<file path="src/rtl/bitpack_pkg.sv">
// bitpack_pkg: shared types, defaults and helpers for the bitpack engine.
//   state_t         : top-level sequencing states (IDLE, RUN, DRAIN)
//   DEFAULT_*       : default PACK_BITS / CHUNK_WORDS
//   values_per_word : number of packed values in one 32-bit output word
//   chunk_count     : request length, min(remaining, chunk)
//   packed_words    : output word count for a given input word count
package bitpack_pkg;

  typedef enum logic [1:0] {
    IDLE,
    RUN,
    DRAIN
  } state_t;

  localparam int DEFAULT_PACK_BITS   = 8;
  localparam int DEFAULT_CHUNK_WORDS = 256;

  function automatic int values_per_word(input int pack_bits);
    return 32 / pack_bits;
  endfunction

  function automatic logic [15:0] chunk_count(input logic [31:0] remaining,
                                              input logic [31:0] chunk);
    return (remaining < chunk) ? remaining[15:0] : chunk[15:0];
  endfunction

  // SIZE * PACK_BITS can exceed 32 bits, so the rounding is done in 38 bits.
  function automatic logic [31:0] packed_words(input logic [31:0] size,
                                               input int pack_bits);
    logic [37:0] t;
    t = ({6'b0, size} * 38'(pack_bits) + 38'd31) >> 5;
    return t[31:0];
  endfunction

endpackage

</file>
<file path="src/rtl/bitpack_engine_if.sv">
// bitpack_engine_if: data-mover side of the bitpack engine.
//   read  channel: read_addr/read_count/read_req request, read_busy status,
//                  read_data/read_valid/read_ready input stream
//   write channel: write_addr/write_count/write_req request, write_busy status,
//                  write_data/write_valid/write_ready output stream
//   master modport: the engine; slave modport: the data mover.
interface bitpack_engine_if;

  logic [31:0] read_addr;
  logic [15:0] read_count;
  logic        read_req;
  logic        read_busy;
  logic [31:0] read_data;
  logic        read_valid;
  logic        read_ready;

  logic [31:0] write_addr;
  logic [15:0] write_count;
  logic        write_req;
  logic        write_busy;
  logic [31:0] write_data;
  logic        write_valid;
  logic        write_ready;

  modport master (
    output read_addr, read_count, read_req, read_ready,
    input  read_busy, read_data, read_valid,
    output write_addr, write_count, write_req, write_data, write_valid,
    input  write_busy, write_ready
  );

  modport slave (
    input  read_addr, read_count, read_req, read_ready,
    output read_busy, read_data, read_valid,
    input  write_addr, write_count, write_req, write_data, write_valid,
    output write_busy, write_ready
  );

endinterface

</file>
<file path="src/rtl/bitpack_packer.sv">
// bitpack_packer: packs PACK_BITS-wide values into 32-bit words.
//   clk, rst          : clock, synchronous active-high reset
//   in_value/in_valid/in_ready/in_last : input stream; in_last flushes a
//                       partial word
//   out_data/out_valid/out_ready       : packed output stream
// Build option BITPACK_MSB_FIRST_EN: first value lands in the top bits and a
// partial word is zero-padded at the bottom; otherwise LSB-first, zero-padded
// at the top.
module bitpack_packer
  import bitpack_pkg::*;
#(
  parameter int PACK_BITS = DEFAULT_PACK_BITS
) (
  input  logic                 clk,
  input  logic                 rst,
  input  logic [PACK_BITS-1:0] in_value,
  input  logic                 in_valid,
  input  logic                 in_last,
  output logic                 in_ready,
  output logic [31:0]          out_data,
  output logic                 out_valid,
  input  logic                 out_ready
);

  localparam int VPW = values_per_word(PACK_BITS);
  localparam int SW  = $clog2(VPW);
  localparam logic [SW-1:0] LAST_SLOT = SW'(VPW - 1);

  logic [31:0]   acc_q, acc_d, out_q, out_d, base, merged;
  logic [SW-1:0] slot_q, slot_d;
  logic          acc_full_q, acc_full_d, out_valid_q, out_valid_d;
  logic          out_free, take, complete;

  function automatic logic [31:0] place(input logic [PACK_BITS-1:0] v,
                                        input logic [SW-1:0] s);
    logic [31:0] w;
    w = {{(32-PACK_BITS){1'b0}}, v};
`ifdef BITPACK_MSB_FIRST_EN
    return w << (32 - PACK_BITS * (int'(s) + 1));
`else
    return w << (PACK_BITS * int'(s));
`endif
  endfunction

  // The output register can take a word this cycle if empty or being drained.
  assign out_free  = !out_valid_q || out_ready;
  // acc_full means a complete word is parked waiting for the output register.
  assign in_ready  = out_free || !acc_full_q;
  assign take      = in_valid && in_ready;
  assign out_data  = out_q;
  assign out_valid = out_valid_q;

  always_comb begin
    // NOTE: every next-state value gets a default first; a path that left one
    // unassigned would infer a latch.
    acc_d       = acc_q;
    slot_d      = slot_q;
    acc_full_d  = acc_full_q;
    out_d       = out_q;
    out_valid_d = out_valid_q && !out_ready;
    base        = acc_q;

    // Parked word moves out first; a new value then starts a fresh word.
    if (acc_full_q && out_free) begin
      out_d       = acc_q;
      out_valid_d = 1'b1;
      acc_d       = '0;
      slot_d      = '0;
      acc_full_d  = 1'b0;
      base        = '0;
    end

    merged   = base | place(in_value, slot_d);
    complete = take && ((slot_d == LAST_SLOT) || in_last);

    if (take) begin
      if (complete) begin
        slot_d = '0;
        if (!out_valid_d) begin
          out_d       = merged;
          out_valid_d = 1'b1;
          acc_d       = '0;
        end else begin
          acc_d      = merged;
          acc_full_d = 1'b1;
        end
      end else begin
        acc_d  = merged;
        slot_d = slot_d + SW'(1);
      end
    end
  end

  always_ff @(posedge clk) begin
    // NOTE: sequential state uses non-blocking assignments so every register
    // samples pre-edge values regardless of statement order.
    if (rst) begin
      acc_q       <= '0;
      slot_q      <= '0;
      acc_full_q  <= 1'b0;
      out_q       <= '0;
      out_valid_q <= 1'b0;
    end else begin
      acc_q       <= acc_d;
      slot_q      <= slot_d;
      acc_full_q  <= acc_full_d;
      out_q       <= out_d;
      out_valid_q <= out_valid_d;
    end
  end

endmodule

</file>
<file path="src/rtl/bitpack_engine.sv">
// bitpack_engine: reads SIZE words from SRC, keeps the low PACK_BITS bits of
// each, packs 32/PACK_BITS values per word and writes them to DST.
//   clk, rst        : clock, synchronous active-high reset
//   go, done        : start pulse, idle/complete flag (1 out of reset)
//   src, dst, size  : byte addresses and input word count, latched on go
//   dm              : data-mover read/write request and stream channels
// Build option BITPACK_MSB_FIRST_EN selects MSB-first packing (see packer).
module bitpack_engine
  import bitpack_pkg::*;
#(
  parameter int PACK_BITS   = DEFAULT_PACK_BITS,
  parameter int CHUNK_WORDS = DEFAULT_CHUNK_WORDS
) (
  input  logic                    clk,
  input  logic                    rst,
  input  logic                    go,
  output logic                    done,
  input  logic [31:0]             src,
  input  logic [31:0]             dst,
  input  logic [31:0]             size,
  bitpack_engine_if.master        dm
);

  localparam logic [31:0] CHUNK = 32'(CHUNK_WORDS);

  state_t      state;
  logic [31:0] src_q, dst_q, size_q, out_words;
  logic [31:0] rd_req_words, wr_req_words, rd_taken, wr_sent;
  logic [15:0] wr_beats_left;

  logic [31:0] go_out_words;
  logic [15:0] go_rd_count, go_wr_count, rd_count, wr_count;
  logic        inputs_left, in_last, rd_fire, wr_fire, wr_open;
  logic        pk_in_ready, pk_out_valid;
  logic [31:0] pk_out_data;

  assign go_out_words = packed_words(size, PACK_BITS);
  assign go_rd_count  = chunk_count(size, CHUNK);
  assign go_wr_count  = chunk_count(go_out_words, CHUNK);
  assign rd_count     = chunk_count(size_q - rd_req_words, CHUNK);
  assign wr_count     = chunk_count(out_words - wr_req_words, CHUNK);

  assign inputs_left   = (state == RUN) && (rd_taken != size_q);
  assign in_last       = (rd_taken == size_q - 32'd1);
  assign dm.read_ready = inputs_left && pk_in_ready;
  assign rd_fire       = dm.read_valid && dm.read_ready;

  // Beats are offered only inside an active write request.
  assign wr_open        = dm.write_busy && (wr_beats_left != 16'd0);
  assign dm.write_valid = pk_out_valid && wr_open;
  assign dm.write_data  = pk_out_data;
  assign wr_fire        = dm.write_valid && dm.write_ready;

  bitpack_packer #(
    .PACK_BITS(PACK_BITS)
  ) u_packer (
    .clk      (clk),
    .rst      (rst),
    .in_value (dm.read_data[PACK_BITS-1:0]),
    .in_valid (dm.read_valid && inputs_left),
    .in_last  (in_last),
    .in_ready (pk_in_ready),
    .out_data (pk_out_data),
    .out_valid(pk_out_valid),
    .out_ready(wr_open && dm.write_ready)
  );

  always_ff @(posedge clk) begin
    if (rst) begin
      state          <= IDLE;
      done           <= 1'b1;
      src_q          <= '0;
      dst_q          <= '0;
      size_q         <= '0;
      out_words      <= '0;
      rd_req_words   <= '0;
      wr_req_words   <= '0;
      rd_taken       <= '0;
      wr_sent        <= '0;
      wr_beats_left  <= '0;
      dm.read_req    <= 1'b0;
      dm.read_addr   <= '0;
      dm.read_count  <= '0;
      dm.write_req   <= 1'b0;
      dm.write_addr  <= '0;
      dm.write_count <= '0;
    end else begin
      dm.read_req  <= 1'b0;
      dm.write_req <= 1'b0;
      case (state)
        IDLE: begin
          if (go && (size != 32'd0)) begin
            state         <= RUN;
            done          <= 1'b0;
            src_q         <= src;
            dst_q         <= dst;
            size_q        <= size;
            out_words     <= go_out_words;
            rd_taken      <= '0;
            wr_sent       <= '0;
            // First requests go out straight from the GO inputs so the read
            // request appears the cycle after GO.
            dm.read_req    <= 1'b1;
            dm.read_addr   <= src;
            dm.read_count  <= go_rd_count;
            rd_req_words   <= {16'b0, go_rd_count};
            dm.write_req   <= 1'b1;
            dm.write_addr  <= dst;
            dm.write_count <= go_wr_count;
            wr_req_words   <= {16'b0, go_wr_count};
            wr_beats_left  <= go_wr_count;
          end
        end
        RUN: begin
          // Checking the previous REQ keeps each request a single-cycle pulse
          // while the mover has not yet raised BUSY.
          if ((rd_req_words != size_q) && !dm.read_busy && !dm.read_req) begin
            dm.read_req   <= 1'b1;
            dm.read_addr  <= src_q + {rd_req_words[29:0], 2'b00};
            dm.read_count <= rd_count;
            rd_req_words  <= rd_req_words + {16'b0, rd_count};
          end
          if ((wr_req_words != out_words) && !dm.write_busy && !dm.write_req) begin
            dm.write_req   <= 1'b1;
            dm.write_addr  <= dst_q + {wr_req_words[29:0], 2'b00};
            dm.write_count <= wr_count;
            wr_req_words   <= wr_req_words + {16'b0, wr_count};
            wr_beats_left  <= wr_count;
          end
          if (rd_fire) rd_taken <= rd_taken + 32'd1;
          // A new write request needs BUSY low, a beat needs it high, so
          // these two updates of wr_beats_left never coincide.
          if (wr_fire) begin
            wr_sent       <= wr_sent + 32'd1;
            wr_beats_left <= wr_beats_left - 16'd1;
            if (wr_sent == out_words - 32'd1) state <= DRAIN;
          end
        end
        DRAIN: begin
          if (!dm.write_busy) begin
            state <= IDLE;
            done  <= 1'b1;
          end
        end
        default: state <= IDLE;
      endcase
    end
  end

endmodule
</file>
<file path="src/flat_wrapper.sv">
// flat-port wrapper written by rule: the top's interface ports become plain ports
module bitpack_engine_flat import bitpack_pkg::*;
#(
  parameter int PACK_BITS   = DEFAULT_PACK_BITS,
  parameter int CHUNK_WORDS = DEFAULT_CHUNK_WORDS
)
  (clk, rst, go, done, src, dst, size, dm_read_addr, dm_read_count, dm_read_req, dm_read_ready, dm_read_busy, dm_read_data, dm_read_valid, dm_write_addr, dm_write_count, dm_write_req, dm_write_data, dm_write_valid, dm_write_busy, dm_write_ready);
  bitpack_engine_if dm_i ();
  input  logic clk;
  input  logic rst;
  input  logic go;
  output logic done;
  input  logic [31:0] src;
  input  logic [31:0] dst;
  input  logic [31:0] size;
  output wire logic [$bits(dm_i.read_addr)-1:0] dm_read_addr;
  output wire logic [$bits(dm_i.read_count)-1:0] dm_read_count;
  output wire logic [$bits(dm_i.read_req)-1:0] dm_read_req;
  output wire logic [$bits(dm_i.read_ready)-1:0] dm_read_ready;
  input wire logic [$bits(dm_i.read_busy)-1:0] dm_read_busy;
  input wire logic [$bits(dm_i.read_data)-1:0] dm_read_data;
  input wire logic [$bits(dm_i.read_valid)-1:0] dm_read_valid;
  output wire logic [$bits(dm_i.write_addr)-1:0] dm_write_addr;
  output wire logic [$bits(dm_i.write_count)-1:0] dm_write_count;
  output wire logic [$bits(dm_i.write_req)-1:0] dm_write_req;
  output wire logic [$bits(dm_i.write_data)-1:0] dm_write_data;
  output wire logic [$bits(dm_i.write_valid)-1:0] dm_write_valid;
  input wire logic [$bits(dm_i.write_busy)-1:0] dm_write_busy;
  input wire logic [$bits(dm_i.write_ready)-1:0] dm_write_ready;
  assign dm_read_addr = dm_i.read_addr;
  assign dm_read_count = dm_i.read_count;
  assign dm_read_req = dm_i.read_req;
  assign dm_read_ready = dm_i.read_ready;
  assign dm_i.read_busy = dm_read_busy;
  assign dm_i.read_data = dm_read_data;
  assign dm_i.read_valid = dm_read_valid;
  assign dm_write_addr = dm_i.write_addr;
  assign dm_write_count = dm_i.write_count;
  assign dm_write_req = dm_i.write_req;
  assign dm_write_data = dm_i.write_data;
  assign dm_write_valid = dm_i.write_valid;
  assign dm_i.write_busy = dm_write_busy;
  assign dm_i.write_ready = dm_write_ready;
  bitpack_engine #(.PACK_BITS(PACK_BITS), .CHUNK_WORDS(CHUNK_WORDS)) u_core (.clk(clk), .rst(rst), .go(go), .done(done), .src(src), .dst(dst), .size(size), .dm(dm_i));
endmodule
</file>
<file path="config.mk">
export PLATFORM = sky130hd
export DESIGN_NAME = bitpack_engine_flat
export DESIGN_NICKNAME = d
export VERILOG_FILES = /design/src/rtl/bitpack_pkg.sv /design/src/rtl/bitpack_engine_if.sv /design/src/rtl/bitpack_packer.sv /design/src/rtl/bitpack_engine.sv /design/src/flat_wrapper.sv
export SDC_FILE = /design/constraint.sdc
export NUM_CORES = 1
export LEC_CHECK = 0
export ABC_AREA = 1
export CORE_MARGIN = 2
export CORE_UTILIZATION = 60
export CTS_CLUSTER_SIZE = 12
export DETAILED_ROUTE_END_ITERATION = 10
export PLACE_DENSITY = 0.86
export SLEW_MARGIN = 25
export SYNTH_ARGS = -nofsm -noshare
export SYNTH_HDL_FRONTEND = slang
export SYNTH_SLANG_ARGS = --single-unit
</file>
<file path="constraint.sdc">
create_clock -name clk -period 5.31 [get_ports clk]
set_input_delay 1.593 -clock clk [delete_from_list [all_inputs] [get_ports clk]]
set_output_delay 1.593 -clock clk [all_outputs]
set_load 0.005 [all_outputs]
</file>
==> metrics.md, run 1 <==
| Metric | Value |
|---|---|
| Final setup fails | `0` |
| CP cell instances | `clkdlybuf4s50_1, o21ai_1, nor2_2, inv_2, nand2_1, nor2_1, nor2_2, clkdlybuf4s50_1` |
| Synthesis Warnings | `0` |
| Final core utilization | `75.04%` |
| IO Pins | `268` |
| Vias | `36181` |
| WL/cell | `18.04 um` |
| Die Footprint | `54790 um^2` |
| Fin crit share | `97.40%` |
| Crit. End Element | `primary output` |
| Largest net degree at the start of global routing | `91` |
| Final Hold Vio Count | `0` |
| Fmax | `193.4 MHz` |
| Die height | `234.1 um` |
| Status | `finished clean` |
| GP Congestion | `1.038` |
| Worst reg2reg setup slack | `330 ps` |
| CTS sink count | `440` |
| Worst-path fanout max | `4` |
| Cell types occupying the most area after synthesis | `dfxtp_1 28%, nand2_1 17%, inv_1 7.7%, a21oi_1 6.8%, ha_1 6.2%` |
| Simple-gate share of the synthesized area | `33.88%` |
| Clock Latency Late Sink | `630 ps` |
| Crit path max-delay cell type | `clkdlybuf4s50_1` |
| Vias per cell | `5.760` |
| Critical Path AT | `3580 ps` |
| Pwr Density | `290.2 nW/um^2` |
| Synth top area share | `27.73%` |
| Max transition margin | `28.53%` |
| Starting DRC count in detailed routing | `3892` |
| Adder-Cell Fraction of Synth Area | `6.563%` |
| Root Buffer | `clkbuf_16` |
| Async SR Flop Fraction | `0%` |
| Fin worst setup slack | `138.2 ps` |
| EDFF count, synth | `0` |
| Post-DP Area | `36730 um^2` |
| Vias in the first global route | `32788` |
| FP Rows | `84` |
| Mux contribution to synthesized area | `0.03152%` |
| Max-cap violations | `0` |
| Register area share after synthesis | `27.73%` |
| Leak Pwr | `18.10 nW` |
| I/O Buffers | `243` |
| Final nets | `5850` |
| Setup WS pre-CTS | `-206.2 ps` |
| Design area | `39350 um^2` |
| Layout cells sized above 1 | `12.72%` |
| DRC | `0` |
| First-pass GRT wire length | `172.6 mm` |
| Synth cell count leaders | `1440 x nand2_1, 652 x inv_1, 462 x nor2_1` |
| Count leader, synth | `nand2_1` |
| Largest family of logic cells by synthesized area | `simple AND/OR/NAND/NOR gates` |
| Initial antenna violation count | `6` |
| Area growth syn-to-layout | `23.90%` |
| Hpwl dp | `85.55 mm` |
| CP Class | `input port to primary output` |
| Count of different cell masters after synthesis | `66` |
| GRT Overall Usage | `39.56%` |
| Remaining global-route overflow | `0` |
| Commonest register cell after synthesis | `dfxtp_1` |
| Post-synthesis compound-gate area fraction | `15.91%` |
| Yosys top cell by area | `dfxtp_1` |
| Final setup TNS | `0 ps` |
| WHS | `443.9 ps` |
| Number of synthesized register bits | `440` |
| Min Tclk post-route | `5172 ps` |
| Post-Synth XOR/XNOR Area | `5.543%` |
| Synth Area per Inst | `6.229 um^2` |
| Wirelength, routed | `113.3 mm` |
| Htree depth | `2` |
| Fin cells | `6281` |
| Critical Path RT | `3720 ps` |
| Maximum VDD drop | `261.5 uV` |
| Initial Util | `60.56%` |
| Delay of the slowest critical-path stage | `610 ps` |
| CTS clock-pin slew for the worst setup and hold paths | `60 ps` |
| Gate Count Post-Synth | `5099` |
| Core box area | `52450 um^2` |
| Die X | `234.1 um` |
| CP top delay family | `buffers and inverters` |
| Slew Viols, Final | `0` |
| Synthesized cell area | `31760 um^2` |
| Worst Path Buf+Inv | `3` |
| ANT nets after route | `0` |
| Final Power | `11.42 mW` |
| Hold crit path type | `flop to flop` |
| CTS tree | `yes` |
| Clk buf depth | `3` |
| Startpoint Class | `input port` |
| DRT Pass-1 Iters | `6` |
| Cts bufs inserted | `50` |
| Slew @ Worst Pin | `1072 ps` |
| DP Cell Count | `6180` |
| Setup Skew | `39.64 ps` |
metal layers:
| layer | part of all wire (%) | track usage (%) |
|---|---|---|
| met1 | 42 | 53.21 |
| met5 | 0.033 | 0 |
| met4 | 4.5 | 16.26 |
| met3 | 10 | 8.475 |
| met2 | 43 | 61.41 |
cells by family after synthesis:
family	Yosys count
AND/OR/NAND/NOR	2505
XOR/XNOR	201
flip-flops	440
buffers and inverters	861
other	1
multiplexers	1
adder cells (fa/ha/maj)	163
AO/OA/AOI/OAI	927
final timing paths:
path	startpoint	to	cells after the start
max	dm_write_busy	dm_read_ready	8
min reg2reg	u_core.dm.write_count[10]	u_core.dm.write_count[10]	2
min	u_core.dm.write_count[10]	u_core.dm.write_count[10]	2
max reg2reg	u_core.wr_req_words[22]	u_core.wr_req_words[30]	35
cell type report:
cell class                 instances  area, um^2
sequential                       440        8831
multi-input combinational       3811       20550
tap                              688       860.8
fill                            4276       13090
antenna                            3       7.507
inverter                         713        2685
timing repair buffer             536        4708
clock buffer                      70        1406
clock inverter                    20       299.0
power breakdown:
part	switching [mW]	internal, mW	leakage, nW
Combinational	2.47	1.63	13.7
Clock	1.50	2.14	0.831
Sequential	0.178	3.50	3.59
Total	4.15	7.27	18.1
tightest hold or removal path: stages, from the launching register on:
cell and delay, ps:
dfxtp_1 310, nand2_1 60, nor2_1 30
cells in the final DEF, fill, tap and decap left out, types with 9 or more instances in the layout:
cell type        netlist  layout
a211oi_1              12      11
a21oi_1              434     421
a21oi_2                0      13
a31oi_1               31      31
buf_4                  0     287
clkbuf_1             123      12
clkbuf_16              0      50
clkdlybuf4s50_1        0     242
clkinv_2               0       9
conb_1                 1      14
dfxtp_1              440     422
dfxtp_2                0      18
ha_1                 157     113
ha_2                   0      10
ha_4                   0      34
inv_1                652     627
inv_2                 54      75
nand2_1             1440    1410
nand2_2               18      48
nand3_1              245     235
nand3_2               33      40
nand3b_1              20      20
nand4_1               95      95
nor2_1               462     435
nor2_2                12      35
nor2_4                 8      12
nor3_1                99      92
nor3_2                 4      10
nor4_1                34      31
o211ai_1              17      17
o21a_1                15      15
o21ai_0              305     304
o21ai_1               19      16
o21bai_1               9       9
o22ai_1               25      25
o31ai_1               11      11
or2_2                 13      13
xnor2_1               90      90
xor2_1               111     111
what timing repair did:
item,4_1_cts,5_1_grt
hold endpoints to repair,0,0
pin swaps,5,25
endpoints found under the setup margin,7,17
gates cloned,0,0
buffers inserted,1,7
hold buffers,0,0
resized for setup,12,190
Note: power is estimated with default switching activity, not from simulation.
==> run 2, diff against run 1 <==
clock period = 5.9 ns   (was 5.31 ns; I/O delays follow)
==> run 2 against run 1 <==
Register-to-register slack improved by 90 ps. Worst hold slack got worse by 3.7 ps. First-iteration DRC count fell by 6.7%. Final cell count fell by 3.3%. Critical endpoint is now u_core.rd_req_words[30]. Highest routed layer is now met4.
==> metrics.md, run 2 (synthesis gave the netlist of run 1 again) <==
| Metric | Value |
|---|---|
| Status | `finished clean` |
| Final nets | `5641` |
| DRT Pass-1 Iters | `6` |
| Vias per cell | `5.775` |
| Final core utilization | `70.61%` |
| Met1 Use GR | `52.98%` |
| Fmax | `182.4 MHz` |
| I/O Buffers | `243` |
| CTS clock-pin slew for the worst setup and hold paths | `60 ps` |
| Fin crit share | `92.92%` |
| Crit path to | `u_core.rd_req_words[30]` |
| Slew @ Worst Pin | `985.5 ps` |
| WL/cell | `18.34 um` |
| FP Rows | `84` |
| ANT nets after route | `0` |
| Max transition margin | `34.30%` |
| DRC | `0` |
| Die height | `234.1 um` |
| Crit. End Element | `flop` |
| Worst R2R End | `u_core.rd_req_words[30]` |
| Most frequent cells in the layout | `1437 x nand2_1, 647 x inv_1, 455 x nor2_1, 437 x dfxtp_1, 432 x a21oi_1` |
| Design area | `37030 um^2` |
| Leading cell type in the layout, fill and taps excluded | `nand2_1` |
| CTS sink count | `440` |
| Initial antenna violation count | `3` |
| Wirelength, routed | `111.4 mm` |
| Startpoint Class | `flop` |
| Crit path max-delay cell type | `dfxtp_1` |
| Worst R2R Start | `u_core.rd_req_words[15]` |
| Layout cells sized above 1 | `6.616%` |
| IO Pins | `268` |
| GRT Overall Usage | `39.49%` |
| Global route hottest layer | `met2` |
| Area growth syn-to-layout | `16.59%` |
| Starting DRC count in detailed routing | `3633` |
| Cts bufs inserted | `49` |
| Slew Viols, Final | `0` |
| CP top delay family | `simple AND/OR/NAND/NOR gates` |
| Clock Latency Late Sink | `620 ps` |
| Leak Pwr | `16.99 nW` |
| Htree depth | `2` |
| CP Class | `flop to flop` |
| Min Tclk post-route | `5482 ps` |
| Hpwl dp | `85.29 mm` |
| Final Power | `9.791 mW` |
| Core box area | `52450 um^2` |
| Remaining global-route overflow | `0` |
| Vias in the first global route | `32066` |
| Fin cells | `6072` |
| Worst hold start | `u_core.dm.write_count[14]` |
| DP Cell Count | `5975` |
| Met3 usage | `9.339%` |
| Worst Path Buf+Inv | `4` |
| Reg2reg path depth | `29` |
| Hold crit path type | `flop to flop` |
| Critical Path AT | `6020 ps` |
| Maximum VDD drop | `264.4 uV` |
| First-pass GRT wire length | `171.5 mm` |
| Pwr Density | `264.4 nW/um^2` |
| CTS tree | `yes` |
| Max-cap violations | `0` |
| Clk buf depth | `3` |
| Die X | `234.1 um` |
| Delay of the slowest critical-path stage | `470 ps` |
| Root Buffer | `clkbuf_16` |
| Final Hold Vio Count | `0` |
| GP Congestion | `1.028` |
| Post-DP Area | `35170 um^2` |
| Largest net degree at the start of global routing | `86` |
| Worst path depth | `29` |
| Worst reg2reg setup slack | `420 ps` |
| Setup Skew | `30.62 ps` |
| Vias | `35065` |
| Critical Path RT | `6440 ps` |
| Die Footprint | `54790 um^2` |
| M2 GR Usage | `61.35%` |
| Worst-path fanout max | `9` |
| Crit path launch | `u_core.rd_req_words[15]` |
| Initial Util | `60.56%` |
| Final setup fails | `0` |
[run 2: changes by cell type in the layout (fill, tap and decap cells not counted), moves of 27 or more]
cell and delta:
buf_4 -205, ha_1 +35, ha_4 -33, nand2_2 -27
nand2_1 +27
[run 2: per-stage QoR]
stage | setup WS [ps] | hold slack (ps) | setup TNS (ps)
detailed placement | 271.9 | 430.5 | 0
floorplan | 1026 | 419.1 | 0
finish | 417.7 | 440.2 | 0
global placement | 327.7 | 424.8 | 0
global route | -46.87 | 457.7 | -64.37
CTS | 232.5 | 441.6 | 0
[run 2: cell type report]
class	instances	area (um^2)
multi-input cells	3811	19840
well taps	688	860.8
fillers	4560	15410
flip-flops and latches	440	8812
repair buffers	328	3118
clock inverters	18	276.5
clock buffers	71	1429
inverters	713	2685
diodes	3	7.507
[run 2: how the worst min path moves through the flow]
stage	to	slack, ps	cells after the start
after floorplan	u_core.src_q[0]	420	2
after global placement	u_core.dm.write_count[15]	420	2
after detailed placement	u_core.dm.write_count[15]	430	2
after CTS	u_core.dm.write_count[12]	440	2
after global routing	u_core.dm.read_count[11]	460	2
final	u_core.dm.write_count[14]	440	2
[run 2: worst min-delay path: cells and delay by family (launching register included)]
family | cells | cell delay [ps]
DFF | 1 | 310
and+or+nand+nor | 2 | 90
[run 2: layer usage]
| metal | wire length [um] | vias up |
|---|---|---|
| met4 | 4444 | 0 |
| met2 | 48090 | 1713 |
| met5 | 0 | - |
| met1 | 46960 | 16003 |
| met3 | 11870 | 279 |
| li1 | - | 17070 |
[run 2: power breakdown]
part           total [mW]  internal [mW]  switching, mW
clock                3.27           1.94           1.32
sequential           3.34           3.15          0.187
combinational        3.19           1.13           2.06
[run 2: repair_timing]
item,4_1_cts,5_1_grt
setup buffers,0,5
resized for setup,0,39
setup endpoints to repair,0,15
hold buffers,0,0
